File: src/rtl/acp_fifo_pkg.sv
// Shared constants, status bundle and parameter checking for the ACP single-clock FIFO.
package acp_fifo_pkg;

  localparam int ACP_DATA_W  = 256;
  localparam int ACP_FIFO_AW = 4;

  typedef struct packed {
    logic full;
    logic afull;
    logic empty;
    logic aempty;
  } acp_fifo_stat_t;

  // Thresholds must lie inside the occupancy range of a 2**aw deep FIFO.
  function automatic bit acp_th_ok(input int aw, input int afull_th, input int aempty_th);
    int depth;
    if (aw < 1 || aw > 30) return 1'b0;
    depth = 1 << aw;
    return (afull_th >= 1) && (afull_th <= depth) &&
           (aempty_th >= 0) && (aempty_th <= depth - 1);
  endfunction

endpackage

File: src/rtl/acp_fifo_ram.sv
// DEPTH x DW storage: one synchronous write port, asynchronous read port.
module acp_fifo_ram
  import acp_fifo_pkg::*;
#(
  parameter int DW = ACP_DATA_W,
  parameter int AW = ACP_FIFO_AW
) (
  input  logic          sys_clk,
  input  logic          we,
  input  logic [AW-1:0] waddr,
  input  logic [DW-1:0] wdata,
  input  logic [AW-1:0] raddr,
  output logic [DW-1:0] rdata
);

  logic [DW-1:0] mem [1<<AW];

  // Contents are deliberately left unreset.
  always_ff @(posedge sys_clk) begin
    if (we) mem[waddr] <= wdata;
  end

  assign rdata = mem[raddr];

endmodule

File: src/rtl/acp_sync_fifo.sv
// Parametrised single-clock FIFO: show-ahead or registered read, occupancy
// thresholds, sticky overflow/underflow and a peak-occupancy watermark.
module acp_sync_fifo
  import acp_fifo_pkg::*;
#(
  parameter int DW        = ACP_DATA_W,
  parameter int AW        = ACP_FIFO_AW,
  parameter int SHOWAHEAD = 1,
  parameter int AFULL_TH  = 12,
  parameter int AEMPTY_TH = 2
) (
  input  logic          sys_clk,
  input  logic          sys_rst_n,
  input  logic [DW-1:0] fifo_wdata,
  input  logic          fifo_wren,
  output logic          fifo_full,
  output logic          fifo_afull,
  input  logic          fifo_rden,
  output logic [DW-1:0] fifo_rdata,
  output logic          fifo_empty,
  output logic          fifo_aempty,
  output logic [AW:0]   fifo_usedw,
  output logic [AW:0]   fifo_maxw,
  output logic          fifo_ovf,
  output logic          fifo_udf,
  input  logic          err_clr
);

  if (!acp_th_ok(AW, AFULL_TH, AEMPTY_TH)) begin : g_bad_param
    $error("acp_sync_fifo: illegal AW/AFULL_TH/AEMPTY_TH");
  end

  localparam int          DEPTH    = 1 << AW;
  localparam logic [AW:0] DEPTH_V  = (AW+1)'(DEPTH);
  localparam logic [AW:0] AFULL_V  = (AW+1)'(AFULL_TH);
  localparam logic [AW:0] AEMPTY_V = (AW+1)'(AEMPTY_TH);

  logic [AW:0]    wr_ptr, rd_ptr, usedw, usedw_nxt, maxw_q;
  logic           ovf_q, udf_q, wr_acc, rd_acc;
  logic [DW-1:0]  ram_rdata;
  acp_fifo_stat_t stat;

  // Extra pointer bit distinguishes full from empty; difference is occupancy.
  assign usedw = wr_ptr - rd_ptr;

  always_comb begin
    stat        = '0;
    stat.full   = (usedw == DEPTH_V);
    stat.afull  = (usedw >= AFULL_V);
    stat.empty  = (usedw == '0);
    stat.aempty = (usedw <= AEMPTY_V);
  end

  assign wr_acc = fifo_wren & ~stat.full;
  assign rd_acc = fifo_rden & ~stat.empty;

  always_comb begin
    usedw_nxt = usedw;
    if (wr_acc && !rd_acc)      usedw_nxt = usedw + 1'b1;
    else if (!wr_acc && rd_acc) usedw_nxt = usedw - 1'b1;
  end

  always_ff @(posedge sys_clk or negedge sys_rst_n) begin
    if (!sys_rst_n) begin
      wr_ptr <= '0;
      rd_ptr <= '0;
      maxw_q <= '0;
      ovf_q  <= 1'b0;
      udf_q  <= 1'b0;
    end else begin
      if (wr_acc) wr_ptr <= wr_ptr + 1'b1;
      if (rd_acc) rd_ptr <= rd_ptr + 1'b1;
      // A fresh error in the clearing cycle keeps its flag set.
      if (fifo_wren && stat.full) ovf_q <= 1'b1;
      else if (err_clr)           ovf_q <= 1'b0;
      if (fifo_rden && stat.empty) udf_q <= 1'b1;
      else if (err_clr)            udf_q <= 1'b0;
      if (err_clr)                 maxw_q <= usedw;
      else if (usedw_nxt > maxw_q) maxw_q <= usedw_nxt;
    end
  end

  acp_fifo_ram #(.DW(DW), .AW(AW)) u_ram (
    .sys_clk (sys_clk),
    .we      (wr_acc),
    .waddr   (wr_ptr[AW-1:0]),
    .wdata   (fifo_wdata),
    .raddr   (rd_ptr[AW-1:0]),
    .rdata   (ram_rdata)
  );

  if (SHOWAHEAD != 0) begin : g_showahead
    assign fifo_rdata = ram_rdata;
  end else begin : g_regread
    logic [DW-1:0] rdata_q;
    always_ff @(posedge sys_clk or negedge sys_rst_n) begin
      if (!sys_rst_n)  rdata_q <= '0;
      else if (rd_acc) rdata_q <= ram_rdata;
    end
    assign fifo_rdata = rdata_q;
  end

  assign fifo_full   = stat.full;
  assign fifo_afull  = stat.afull;
  assign fifo_empty  = stat.empty;
  assign fifo_aempty = stat.aempty;
  assign fifo_usedw  = usedw;
  assign fifo_maxw   = maxw_q;
  assign fifo_ovf    = ovf_q;
  assign fifo_udf    = udf_q;

endmodule

File: config.mk
export PLATFORM = sky130hd
export DESIGN_NAME = acp_sync_fifo
export DESIGN_NICKNAME = d
export VERILOG_FILES = /design/src/rtl/acp_fifo_pkg.sv /design/src/rtl/acp_fifo_ram.sv /design/src/rtl/acp_sync_fifo.sv
export SDC_FILE = /design/constraint.sdc
export NUM_CORES = 2
export LEC_CHECK = 0
export ABC_AREA = 0
export CAP_MARGIN = 30
export CORE_AREA = 2 2 511 513
export DETAILED_ROUTE_END_ITERATION = 16
export DIE_AREA = 0 0 513 515
export PLACE_DENSITY = 0.78
export SLEW_MARGIN = 20
export SYNTH_ARGS = -nofsm -noshare
export SYNTH_HDL_FRONTEND = slang
export SYNTH_SLANG_ARGS = --single-unit
File: constraint.sdc
create_clock -name sys_clk -period 54.6 [get_ports sys_clk]
set_input_delay 5.46 -clock sys_clk [delete_from_list [all_inputs] [get_ports sys_clk]]
set_output_delay 5.46 -clock sys_clk [all_outputs]
set_load 0.05 [all_outputs]
# ---- Yosys cells after proc, flatten, opt, wreduce, memory -nomap -nowiden
# Memory sizes are Yosys's and may differ from the RTL's.
# Cells that the tools add are included.
# W data, S select, Z words.
dict set report word_totals {
  memories 1
  input_bits 261
  latch_bits 0
  rom_bits 0
  register_bits 17
  output_inout_bits 272
  mem_bits_rw 4096
  elab_cells 38
}
# name words width read_ports rd_clocked_by_memory_dff write_ports line
set mem_list {}
lappend mem_list {u_ram.mem 16 256 1 0 1 acp_fifo_ram.sv:16} ;# logic [DW-1:0] mem [1<<AW];
dict set report op_classes {
  n_reduce_logical 10
  magnitude_cmp 3
  mul 0
  mux 9
  n_eq_ne 1
  bitwise 4
  n_shift 0
  addsub 5
  div_mod_pow 0
}
# operator n
set ops {}
lappend ops {{$mux W5} 4}
lappend ops {{$add A5 B1 Y5 const B} 3}
lappend ops {{$reduce_bool A2 Y1} 3}
lappend ops {{$eq A5 B5 Y1 const B} 1}
lappend ops {{$ge A5 B4 Y1 const B} 1}
lappend ops {{$gt A5 B5 Y1} 1}
lappend ops {{$le A5 B2 Y1 const B} 1}
lappend ops {{$logic_not A5 Y1} 1}
lappend ops {{$mux W1} 5}
lappend ops {{$sub A5 B1 Y5 const B} 1}
lappend ops {{$sub A5 B5 Y5} 1}
lappend ops {{$logic_and A1 B1 Y1} 4}
lappend ops {{$and A1 B1 Y1} 2}
lappend ops {{$logic_not A1 Y1} 2}
lappend ops {{$not A1 Y1} 2}

# ---- Longest topological paths before layout
dict set report depth {
  ltp_word 11
  depth_mapped 19
  depth_no_buf 18
}

# ---- By module
# Synthesis repeated with hierarchy kept, for this count alone.
dict set report hier_totals {
  cells_unflattened 6547
  area_unflattened_um2 154836.0
}
# module n_inst cells_each area_per_inst_um2
set modules_own_cells {}
lappend modules_own_cells {acp_fifo_ram 1 6392 153472.2}
lappend modules_own_cells {acp_sync_fifo 1 155 1363.8}

# ---- Worst setup path before layout
# OpenSTA, ideal clock, no wires.
dict set report synth_timing {
  path_type {input -> register}
  startpoint {in fifo_wren}
  endpoint {mem u_ram.mem[3][0] in the netlist's numbering (enable)}
  arrival_time_ns 23.259
  cell_stages 4
  t_required_ns 53.414
  slack_ns 30.155
  cell_sequence {clkbuf_8 a21boi_4 nand2_1 nor3_1}
}
dict set report synth_via {
  elab_chain_len 3
}
# item line
set synth_rtl {}
lappend synth_rtl {{start, declared} acp_sync_fifo.sv:15} ;# input logic fifo_wren,
lappend synth_rtl {{$and A1 B1 Y1} acp_sync_fifo.sv:54} ;# assign wr_acc = fifo_wren & ~stat.full;
lappend synth_rtl {{$mux W1} acp_fifo_ram.sv:20} ;# if (we) mem[waddr] <= wdata;
lappend synth_rtl {{$mux W1 (implied by the code)} acp_fifo_ram.sv:20}
lappend synth_rtl {{end, declared} acp_fifo_ram.sv:16}
# Every way passes these cells.

# ---- Final worst setup path
dict set report layout_timing {
  startpoint {reg rd_ptr[0]}
  endpoint {out fifo_rdata[126]}
}
dict set report layout_via {
  elab_chain_len 1
}
# item line
set layout_rtl {}
lappend layout_rtl {{start, declared} acp_sync_fifo.sv:38} ;# logic [AW:0] wr_ptr, rd_ptr, usedw, usedw_nxt, maxw_q;
lappend layout_rtl {{start signal, assigned} acp_sync_fifo.sv:72} ;# if (rd_acc) rd_ptr <= rd_ptr + 1'b1;
lappend layout_rtl {{$mem_v2 Z16 W256} --}
lappend layout_rtl {{end, declared} acp_sync_fifo.sv:19} ;# output logic [DW-1:0] fifo_rdata,
# Every way passes these cells.

==> results.sh <==
export IMPL_cts_sinks=4113
export IMPL_cts_max_path_buffers=4
export IMPL_outcome="complete, no violations"
export IMPL_grt_start_max_net_pins=185
export IMPL_drv_cap=0
export IMPL_detail_route_iter0_violations=9714
export IMPL_synth_area_mm2=0.1545
export IMPL_ios=533
export IMPL_via_per_inst=6.847
export IMPL_fmax_ghz=0.07707
export IMPL_syn_avg_cell_area_um2=26.47
export IMPL_ys_ff_latch=4113
export IMPL_totalWireLength_um=378800
export IMPL_numPortBuffers=532
export IMPL_final_cell_mix="edfxtp_1 (4096), mux4_2 (1280), clkdlybuf4s50_1 (532)"
export IMPL_layout_min_cycle_time_ns=12.97
export IMPL_post_cts_buffers=0
export IMPL_clockRootBuffer="clkbuf_16"
export IMPL_globalRouteOverflowTotal=0
export IMPL_cts_max_level=5
export IMPL_peakVddDrop_uv=72.87
export IMPL_fin_util_pct=68.68
export IMPL_critPathKind="reg2out"
export IMPL_drive_gt1_share_pct=28.95
export IMPL_synthArstFlopShare_pct=0.4133
export IMPL_power_density_mw_per_mm2=58.47
export IMPL_setup_worst_path_start_class="flop"
export IMPL_place_congestion=0.7867
export IMPL_ant_nets=0
export IMPL_synth_flop_cell="edfxtp_1"
export IMPL_dr_pass1_iters=5
export IMPL_setup_tns_ns=0
export IMPL_hp_class="reg2reg"
export IMPL_fin_nets=6913
export IMPL_cts_made_buffers=405
export IMPL_postCtsResizedCells=0
export IMPL_drc=0
export IMPL_rsz0062_at_grt="false"
export IMPL_yosysWarnings=0
export IMPL_grt_use_total_pct=28.72
export IMPL_die_area_mm2=0.2642
export IMPL_reg2reg_slack_ns=47.72
export IMPL_multiInputGateArea_mm2=0.02996
export IMPL_r2r_start="rd_ptr[1]"
export IMPL_die_h_um=515
export IMPL_slew_violations=0
export IMPL_synth_edf_count=4096
export IMPL_hold_path_startpoint="rd_ptr[4]"
export IMPL_seq_area_mm2=0.1234
export IMPL_area_growth_pct=14.97
export IMPL_crit_arrival_ns=7.51
export IMPL_rows=187
export IMPL_dp_hpwl_um=177100
export IMPL_period_share_pct=23.76
export IMPL_cts_tree="done"
export IMPL_num_fill_cells=14293
export IMPL_cp_max_fo=40
export IMPL_slew_headroom_pct=18.27
export IMPL_clock_skew_ns=0.08638
export IMPL_postCtsHoldBufs=0
export IMPL_grt_pass1_vias=74413
export IMPL_clk_insertion_delay_late_ns=1.03
export IMPL_syn_nets=6114
export IMPL_critPathRequiredTime_ns=49.14
export IMPL_ys_seq_area_share_pct=79.91
export IMPL_vias=71165
export IMPL_final_setup_viol_count=0
export IMPL_grt_first_pass_wirelength_um=537500
export IMPL_start_util_pct=59.74
export IMPL_antenna_found_initial=75
export IMPL_p_leak_nw=54.96
export IMPL_core_area_mm2=0.2585
export IMPL_clk_pin_slew_ns=0.06
export IMPL_synth_cells=5835
export IMPL_final_common_cell="edfxtp_1"
export IMPL_startpoint="rd_ptr[0]"
export IMPL_hold_violations=0
export IMPL_synth_cell_type_count=48
export IMPL_die_w_um=513
export IMPL_wl_per_cell_um=36.44
export IMPL_crit_path_end_kind="primary output"
export IMPL_worstMarginPinSlew_ns=1.226
## synthesized netlist by cell type, drive strengths merged (2+ instances only)
cell,count,share of area (%)
o21ai,7,0.028
xor2,5,0.045
xnor2,12,0.068
a32o,3,0.019
inv,16,0.039
a31o,2,0.011
nand3,3,0.0097
a22o,2,0.011
nand4,6,0.024
a21oi,3,0.012
dfrtp,17,0.28
clkbuf,202,0.50
nor4,3,0.012
nand2b,3,0.012
nor2,25,0.061
o21a,2,0.0097
ha,17,0.14
nor3,6,0.019
a31oi,2,0.0081
edfxtp,4096,80
buf,88,0.23
nand2,14,0.034
a21o,3,0.015
mux4,1280,19
mux2i,4,0.034
## power by group
group | total [mW] | leakage [nW] | switching (mW) | internal [mW]
Combinational | 3.75 | 11.6 | 2.23 | 1.51
Clock | 2.69 | 6.19 | 1.16 | 1.53
Sequential | 3.95 | 37.2 | 0.115 | 3.83
## layer usage
layer / part of all wire [%] / track usage [%]
met1: 34 / 37.08
met4: 3.8 / 11.23
met5: 0.089 / 0
met2: 52 / 48.53
met3: 9.5 / 5.932
## logic make-up (layout without fill, tap and decap cells)
family,after synthesis,in the layout,share of synthesized area [%]
flip-flops,4113,4113,79.91
multiplexers,1285,1285,18.70
buffers and inverters,306,1418,0.7704
other,0,44,0
adder cells (fa/ha/maj),18,18,0.1507
AO/OA/AOI/OAI,31,31,0.1604
XOR/XNOR,17,17,0.1134
AND/OR/NAND/NOR,65,65,0.1944
## layout make-up
class,instances,area share (%)
clock buffer,477,5.943
inverter,16,0.03805
antenna,44,0.06200
tap,3402,2.397
multi-input combinational,1416,16.87
clock inverter,243,1.172
timing repair buffer,682,4.007
sequential,4113,69.51
## final timing paths
check,depth (start not counted),to
setup / recovery,11,fifo_rdata[126]
hold / removal,1,rd_ptr[4]
setup reg to reg,12,u_ram.mem[2][90]
hold reg to reg,1,rd_ptr[4]
max in group asynchronous,1,rd_ptr[1]
min in group asynchronous,1,fifo_maxw[1]
## metrics by stage
| stage | power (mW) | cell area [um2] | setup slack, ns | instances | hold WS [ns] |
|---|---|---|---|---|---|
| floorplan | 6.666 | 154500 | 30.16 | 5835 | 0.4607 |
| finish | 10.38 | 177600 | 41.63 | 10393 | 0.5120 |
| global placement | 7.602 | 164200 | 41.48 | 9605 | 0.4761 |
| detailed placement | 7.680 | 164600 | 42.03 | 9622 | 0.4841 |
| CTS | 10.42 | 177300 | 40.87 | 10342 | 0.5120 |
| global route | 10.67 | 177600 | 40.95 | 10382 | 0.5331 |
## worst max-delay path, cell delays in order (launching register included)
cell	delay [ns]
dfrtp_4	0.65
buf_16	0.30
buf_4	0.33
buf_16	0.29
buf_4	0.61
buf_4	0.73
buf_4	0.70
buf_4	0.61
buf_12	0.32
mux4_2	0.56
mux4_2	0.47
clkdlybuf4s50_1	0.76
## registers in the layout, summed over array words and instances (netlist names)
register and flops:
fifo_udf 1, fifo_maxw 5, u_ram.mem 4096, wr_ptr 5, fifo_ovf 1, rd_ptr 5
Note: power is estimated with default switching activity, not from simulation.
